## src/rtl/instruction_fetch_memory.sv

```systemverilog
// Byte-addressed little-endian instruction memory with a valid/ready fetch port,
// fixed LATENCY response pipeline, byte-wide program-load port and error flags.
module instruction_fetch_memory #(
  parameter int ADDR_WIDTH  = 64,
  parameter int DATA_WIDTH  = 32,
  parameter int DEPTH_BYTES = 256,
  parameter int LATENCY     = 2
) (
  input  logic                  clk,
  input  logic                  reset,
  input  logic                  req_valid,
  output logic                  req_ready,
  input  logic [ADDR_WIDTH-1:0] req_address,
  output logic                  resp_valid,
  output logic [DATA_WIDTH-1:0] resp_data,
  output logic [ADDR_WIDTH-1:0] resp_address,
  output logic [1:0]            resp_error,
  input  logic                  load_enable,
  input  logic [ADDR_WIDTH-1:0] load_address,
  input  logic [7:0]            load_byte
);

  localparam int BYTES = DATA_WIDTH / 8;
  localparam int IDX_W = (DEPTH_BYTES > 1) ? $clog2(DEPTH_BYTES) : 1;

  logic [7:0]            r_mem    [DEPTH_BYTES];
  logic                  r_vld_p  [LATENCY];
  logic [ADDR_WIDTH-1:0] r_addr_p [LATENCY];
  logic [DATA_WIDTH-1:0] r_data_p [LATENCY];
  logic [1:0]            r_err_p  [LATENCY];

  logic                  w_accept;
  logic [ADDR_WIDTH:0]   w_end;
  logic [1:0]            w_err;
  logic [IDX_W-1:0]      w_base;
  logic [DATA_WIDTH-1:0] w_rdata;

  assign req_ready = !load_enable && !reset;
  assign w_accept  = req_valid && req_ready;

  // End address is formed one bit wider so addresses near the top never wrap.
  assign w_end    = {1'b0, req_address} + (ADDR_WIDTH+1)'(BYTES);
  assign w_err[0] = (req_address % ADDR_WIDTH'(BYTES)) != '0;
  assign w_err[1] = w_end > (ADDR_WIDTH+1)'(DEPTH_BYTES);
  assign w_base   = req_address[IDX_W-1:0];

  always_comb begin
    w_rdata = '0;
    if (w_err == 2'b00) begin
      for (int i = 0; i < BYTES; i++) begin
        w_rdata[8*i +: 8] = r_mem[w_base + IDX_W'(i)];
      end
    end
  end

  always_ff @(posedge clk) begin
    if (load_enable && (load_address < ADDR_WIDTH'(DEPTH_BYTES))) begin
      r_mem[load_address[IDX_W-1:0]] <= load_byte;
    end
  end

  // p0: capture at acceptance; later stages shift toward the response port
  always_ff @(posedge clk or posedge reset) begin
    if (reset) begin
      for (int i = 0; i < LATENCY; i++) begin
        r_vld_p[i] <= 1'b0;
      end
    end else begin
      r_vld_p[0] <= w_accept;
      for (int i = 1; i < LATENCY; i++) begin
        r_vld_p[i] <= r_vld_p[i-1];
      end
    end
  end

  always_ff @(posedge clk) begin
    if (w_accept) begin
      r_addr_p[0] <= req_address;
      r_data_p[0] <= w_rdata;
      r_err_p[0]  <= w_err;
    end
    for (int i = 1; i < LATENCY; i++) begin
      r_addr_p[i] <= r_addr_p[i-1];
      r_data_p[i] <= r_data_p[i-1];
      r_err_p[i]  <= r_err_p[i-1];
    end
  end

  // Payload is masked by valid so idle cycles never expose stale values.
  assign resp_valid   = r_vld_p[LATENCY-1];
  assign resp_data    = resp_valid ? r_data_p[LATENCY-1] : '0;
  assign resp_address = resp_valid ? r_addr_p[LATENCY-1] : '0;
  assign resp_error   = resp_valid ? r_err_p[LATENCY-1]  : 2'b00;

endmodule

```

## config.mk

```make
export PLATFORM = sky130hd
export DESIGN_NAME = instruction_fetch_memory
export DESIGN_NICKNAME = d
export VERILOG_FILES = /design/src/rtl/instruction_fetch_memory.sv
export SDC_FILE = /design/constraint.sdc
export NUM_CORES = 2
export LEC_CHECK = 0
export ABC_AREA = 0
export CAP_MARGIN = 25
export CORE_UTILIZATION = 35
export DETAILED_ROUTE_END_ITERATION = 10
export PLACE_DENSITY = 0.48
export SLEW_MARGIN = 20
export SYNTH_ARGS = -nofsm -noshare
export SYNTH_HDL_FRONTEND = slang
export SYNTH_SLANG_ARGS = --single-unit
export TNS_END_PERCENT = 100
```

## constraint.sdc

```tcl
create_clock -name clk -period 5.25 [get_ports clk]
set_input_delay 1.05 -clock clk [delete_from_list [all_inputs] [get_ports clk]]
set_output_delay 1.05 -clock clk [all_outputs]
set_load 0.05 [all_outputs]
```

==> reports/results.ini <==
[status]
status = finished clean

[die]
rows = 228
ioPinCount = 240
core_area_um2 = 385400
die-area_um2 = 389500
die_h_um = 624.1
initial_utilization = 0.3514
die_x_um = 624.1

[global_route]
grt_pass1_wl_um = 863700
grtUsageTotal = 0.3267
antenna_found_initial = 71
grt_max_degree = 141
grt_pass1_vias = 95618
grt-ovfl-total = 0

[hold_path]
hold_path_class = in2async

[cts]
ctsResizeCount = 0
root_buffer = clkbuf_16
htree_levels = 5
post_cts_buffers = 0
cts_buffer_depth = 4
numCtsBuffers = 283
clk_latency_ns = 0.96
clkTransAtPathRegs_ns = 0.06
cts_hold_buf = 0
cts_tree = done
cts_sinks = 2246

[drt]
postRouteAntennaNets = 0
drt_pass1_iterations = 8
drc = 0
wl_um = 649700
wire_per_inst_um = 43.51
drtIter0Drc = 16902
via_per_inst = 6.767
via_count = 101050

[timing]
skew_ns = 0.04848
timing.hold.ws_ns = 0.2934
relSlewSlack = 0.1657
hold_violations = 0
fin_ws_ns = 0.6257
min_period_ns = 4.624
fin_setup_tns_ns = 0
rsz0062_at_grt = no
timing.final.crit_share = 0.8808
worstMarginPinSlew_ns = 1.242
finalSetupViolations = 0
finalMaxSlewViolations = 0
fmax_mhz = 216.2

[final_layout]
fin_nets = 9651
post-route-util = 0.4197
drive_above_1_share = 0.3816
multi_input_area_um2 = 65700
stdcell_count = 14933
fillers = 34496
layout-area-overhead-vs-synth_pct = 19.44
seqCellArea_um2 = 66460
design_area_um2 = 161800

[logic_synthesis]
synth_nets = 8795
synth-seq-area-share = 0.4907
avgSynthCellArea_um2 = 15.66
synth_seq_cells = 2246
async_flop_share = 0.0008905
netlist_instances = 8650
ys_types = 82
synth_edf_count = 2146
netlist_area_um2 = 135400
ys.flop_type = edfxtp_1
yosysWarnings = 0

[setup_path]
critical_path_class = in2reg
r2r_end = r_data_p[0][2]$_SDFFCE_PP0P_
cp_data_arrival_time_ns = 5.33
required_ns = 5.95
cp-end-kind = flop
cp_max_fo = 15
crit_path_cell_trace = clkdlybuf4s50_1 -> buf_12 -> and2_1 -> nand4_1 -> xnor2_2 -> buf_4 -> mux4_2 -> nand2_1 -> a21oi_1 -> a2111oi_0 -> a41o_1 -> a311oi_1
reg2reg_from = r_mem[246][2]$_DFFE_PP_
reg2reg_depth = 8
cp_slowest_stage_delay_ns = 0.94
crit_slowest_cell = a2111oi_0
startpoint_type = input port
reg2reg_slack_ns = 1.56

[placement]
pre_cts_ws_ns = -0.2406
place.gp.congestion = 0.9965
dp_hpwl_um = 462300
numPortBuffers = 239
place_area_um2 = 152300
place_inst = 14395

[power_and_ir_drop]
p_sw_frac = 0.2985
pwr-share-comb = 0.195
p_seq_frac = 0.399
p_int_mw = 34.71
pwr-share-clk = 0.407
p_leak_nw = 53.08
switchingPower_mw = 14.77
powerDensity_nw_per_um2 = 305.9
power_mw = 49.49
max-vdd-ir-drop_v = 0.0002382

[flow_run]
maxCapViolations = 0

## sequential cells by signal, indices dropped and copies added (netlist names)
signal / flops
resp_valid: 1
r_err_p: 4
r_data_p: 64
r_addr_p: 128
r_mem: 2048
r_vld_p: 1
## cell type report
type | instances | share of cell area
Sequential cell | 2246 | 0.4108
Clock buffer | 343 | 0.04724
Clock inverter | 173 | 0.01098
Inverter | 19 | 0.0005414
Multi-Input combinational cell | 5573 | 0.4062
Antenna cell | 21 | 0.0003249
Timing Repair Buffer | 1383 | 0.08392
Tap cell | 5175 | 0.04003
## metal layers
layer / GRT usage / vias up / part of all wire
met3: 0.1064 / 1315 / 0.13
met2: 0.4806 / 7846 / 0.43
li1: - / 38296 / -
met4: 0.1693 / 36 / 0.062
met1: 0.4308 / 53557 / 0.38
met5: 0 / - / 0.00039
## cell families (layout without fill, tap and decap cells)
family,count (synthesis),count (layout),synth area share
mux,2477,2477,0.3606
flops,2246,2246,0.4907
simple gates,2063,2063,0.06740
compound gates,983,983,0.04952
buf+inv,831,1918,0.02843
xor+xnor,45,45,0.002966
fa+ha+maj,5,5,0.0004619
other cells,0,21,0
## power by group through the flow
stage / Combinational [mW] / Sequential, mW / Clock, mW
after global placement: 9.33 / 20.1 / 0
after CTS: 9.36 / 19.7 / 20.3
after detailed placement: 9.32 / 20.1 / 0
final: 9.64 / 19.7 / 20.1
after floorplan: 4.48 / 20.1 / 0
after global routing: 9.70 / 19.7 / 21.0
## cells in the mapped netlist, types with 17 or more instances
| master | count | share of area |
|---|---|---|
| buf_1 | 107 | 0.0030 |
| mux2_2 | 123 | 0.010 |
| a311oi_1 | 31 | 0.0020 |
| inv_1 | 17 | 0.00047 |
| nor3_1 | 55 | 0.0020 |
| a211oi_1 | 98 | 0.0054 |
| mux4_2 | 1909 | 0.32 |
| nor2_1 | 503 | 0.014 |
| o22ai_1 | 50 | 0.0023 |
| a22oi_1 | 25 | 0.0014 |
| o211ai_1 | 116 | 0.0064 |
| o21ai_0 | 157 | 0.0058 |
| mux2i_1 | 445 | 0.033 |
| o221ai_1 | 37 | 0.0024 |
| and2_1 | 107 | 0.0049 |
| clkbuf_1 | 286 | 0.0079 |
| nor4_1 | 34 | 0.0016 |
| a221oi_1 | 28 | 0.0018 |
| buf_2 | 338 | 0.012 |
| buf_4 | 80 | 0.0044 |
| a31oi_1 | 57 | 0.0026 |
| xnor2_1 | 28 | 0.0018 |
| nand4_1 | 96 | 0.0044 |
| o311ai_0 | 19 | 0.0012 |
| a32oi_1 | 46 | 0.0030 |
| nand2_1 | 931 | 0.026 |
| edfxtp_1 | 2146 | 0.48 |
| nand3_1 | 240 | 0.0089 |
| and3_1 | 32 | 0.0015 |
| a21oi_1 | 213 | 0.0079 |
| dfxtp_1 | 98 | 0.014 |
## cell usage in the layout, fill, tap and decap left out, drive strengths merged, types with 15 or more instances in the layout
cell / netlist / final
a2111oi: 18 / 18
a211oi: 98 / 98
a21oi: 213 / 213
a221oi: 28 / 28
a22oi: 25 / 25
a311oi: 31 / 31
a31oi: 57 / 57
a32oi: 46 / 46
and2: 107 / 107
and3: 32 / 32
buf: 526 / 1149
bufinv: 0 / 23
clkbuf: 286 / 351
clkdlybuf4s50: 0 / 224
clkinv: 1 / 122
clkinvlp: 0 / 15
dfxtp: 98 / 98
diode: 0 / 21
edfxtp: 2146 / 2146
inv: 18 / 32
mux2: 123 / 123
mux2i: 445 / 445
mux4: 1909 / 1909
nand2: 931 / 931
nand3: 241 / 241
nand4: 99 / 99
nor2: 503 / 503
nor2b: 15 / 15
nor3: 55 / 55
nor4: 39 / 39
o2111ai: 16 / 16
o211ai: 116 / 116
o21ai: 157 / 157
o221ai: 37 / 37
o22ai: 50 / 50
o311ai: 19 / 19
xnor2: 28 / 28
xor2: 17 / 17
## critical path, delay by kind of cell
kind	cells	cell delay, ns
simple gates	3	0.67
buf+inv	3	1.23
mux	1	0.56
xor+xnor	1	0.33
compound gates	4	1.40
## worst max-delay path by stage
stage	startpoint	endpoint	cells past startpoint
floorplan	req_address[0]	r_data_p[0][15]$_SDFFCE_PP0P_	18
finish	req_address[4]	r_data_p[0][14]$_SDFFCE_PP0P_	12
global placement	req_address[0]	r_data_p[0][20]$_SDFFCE_PP0P_	10
CTS	req_address[0]	r_data_p[0][20]$_SDFFCE_PP0P_	10
detailed placement	req_address[0]	r_data_p[0][20]$_SDFFCE_PP0P_	10
global route	req_address[4]	r_data_p[0][14]$_SDFFCE_PP0P_	12
Note: power is estimated with default switching activity, not from simulation.
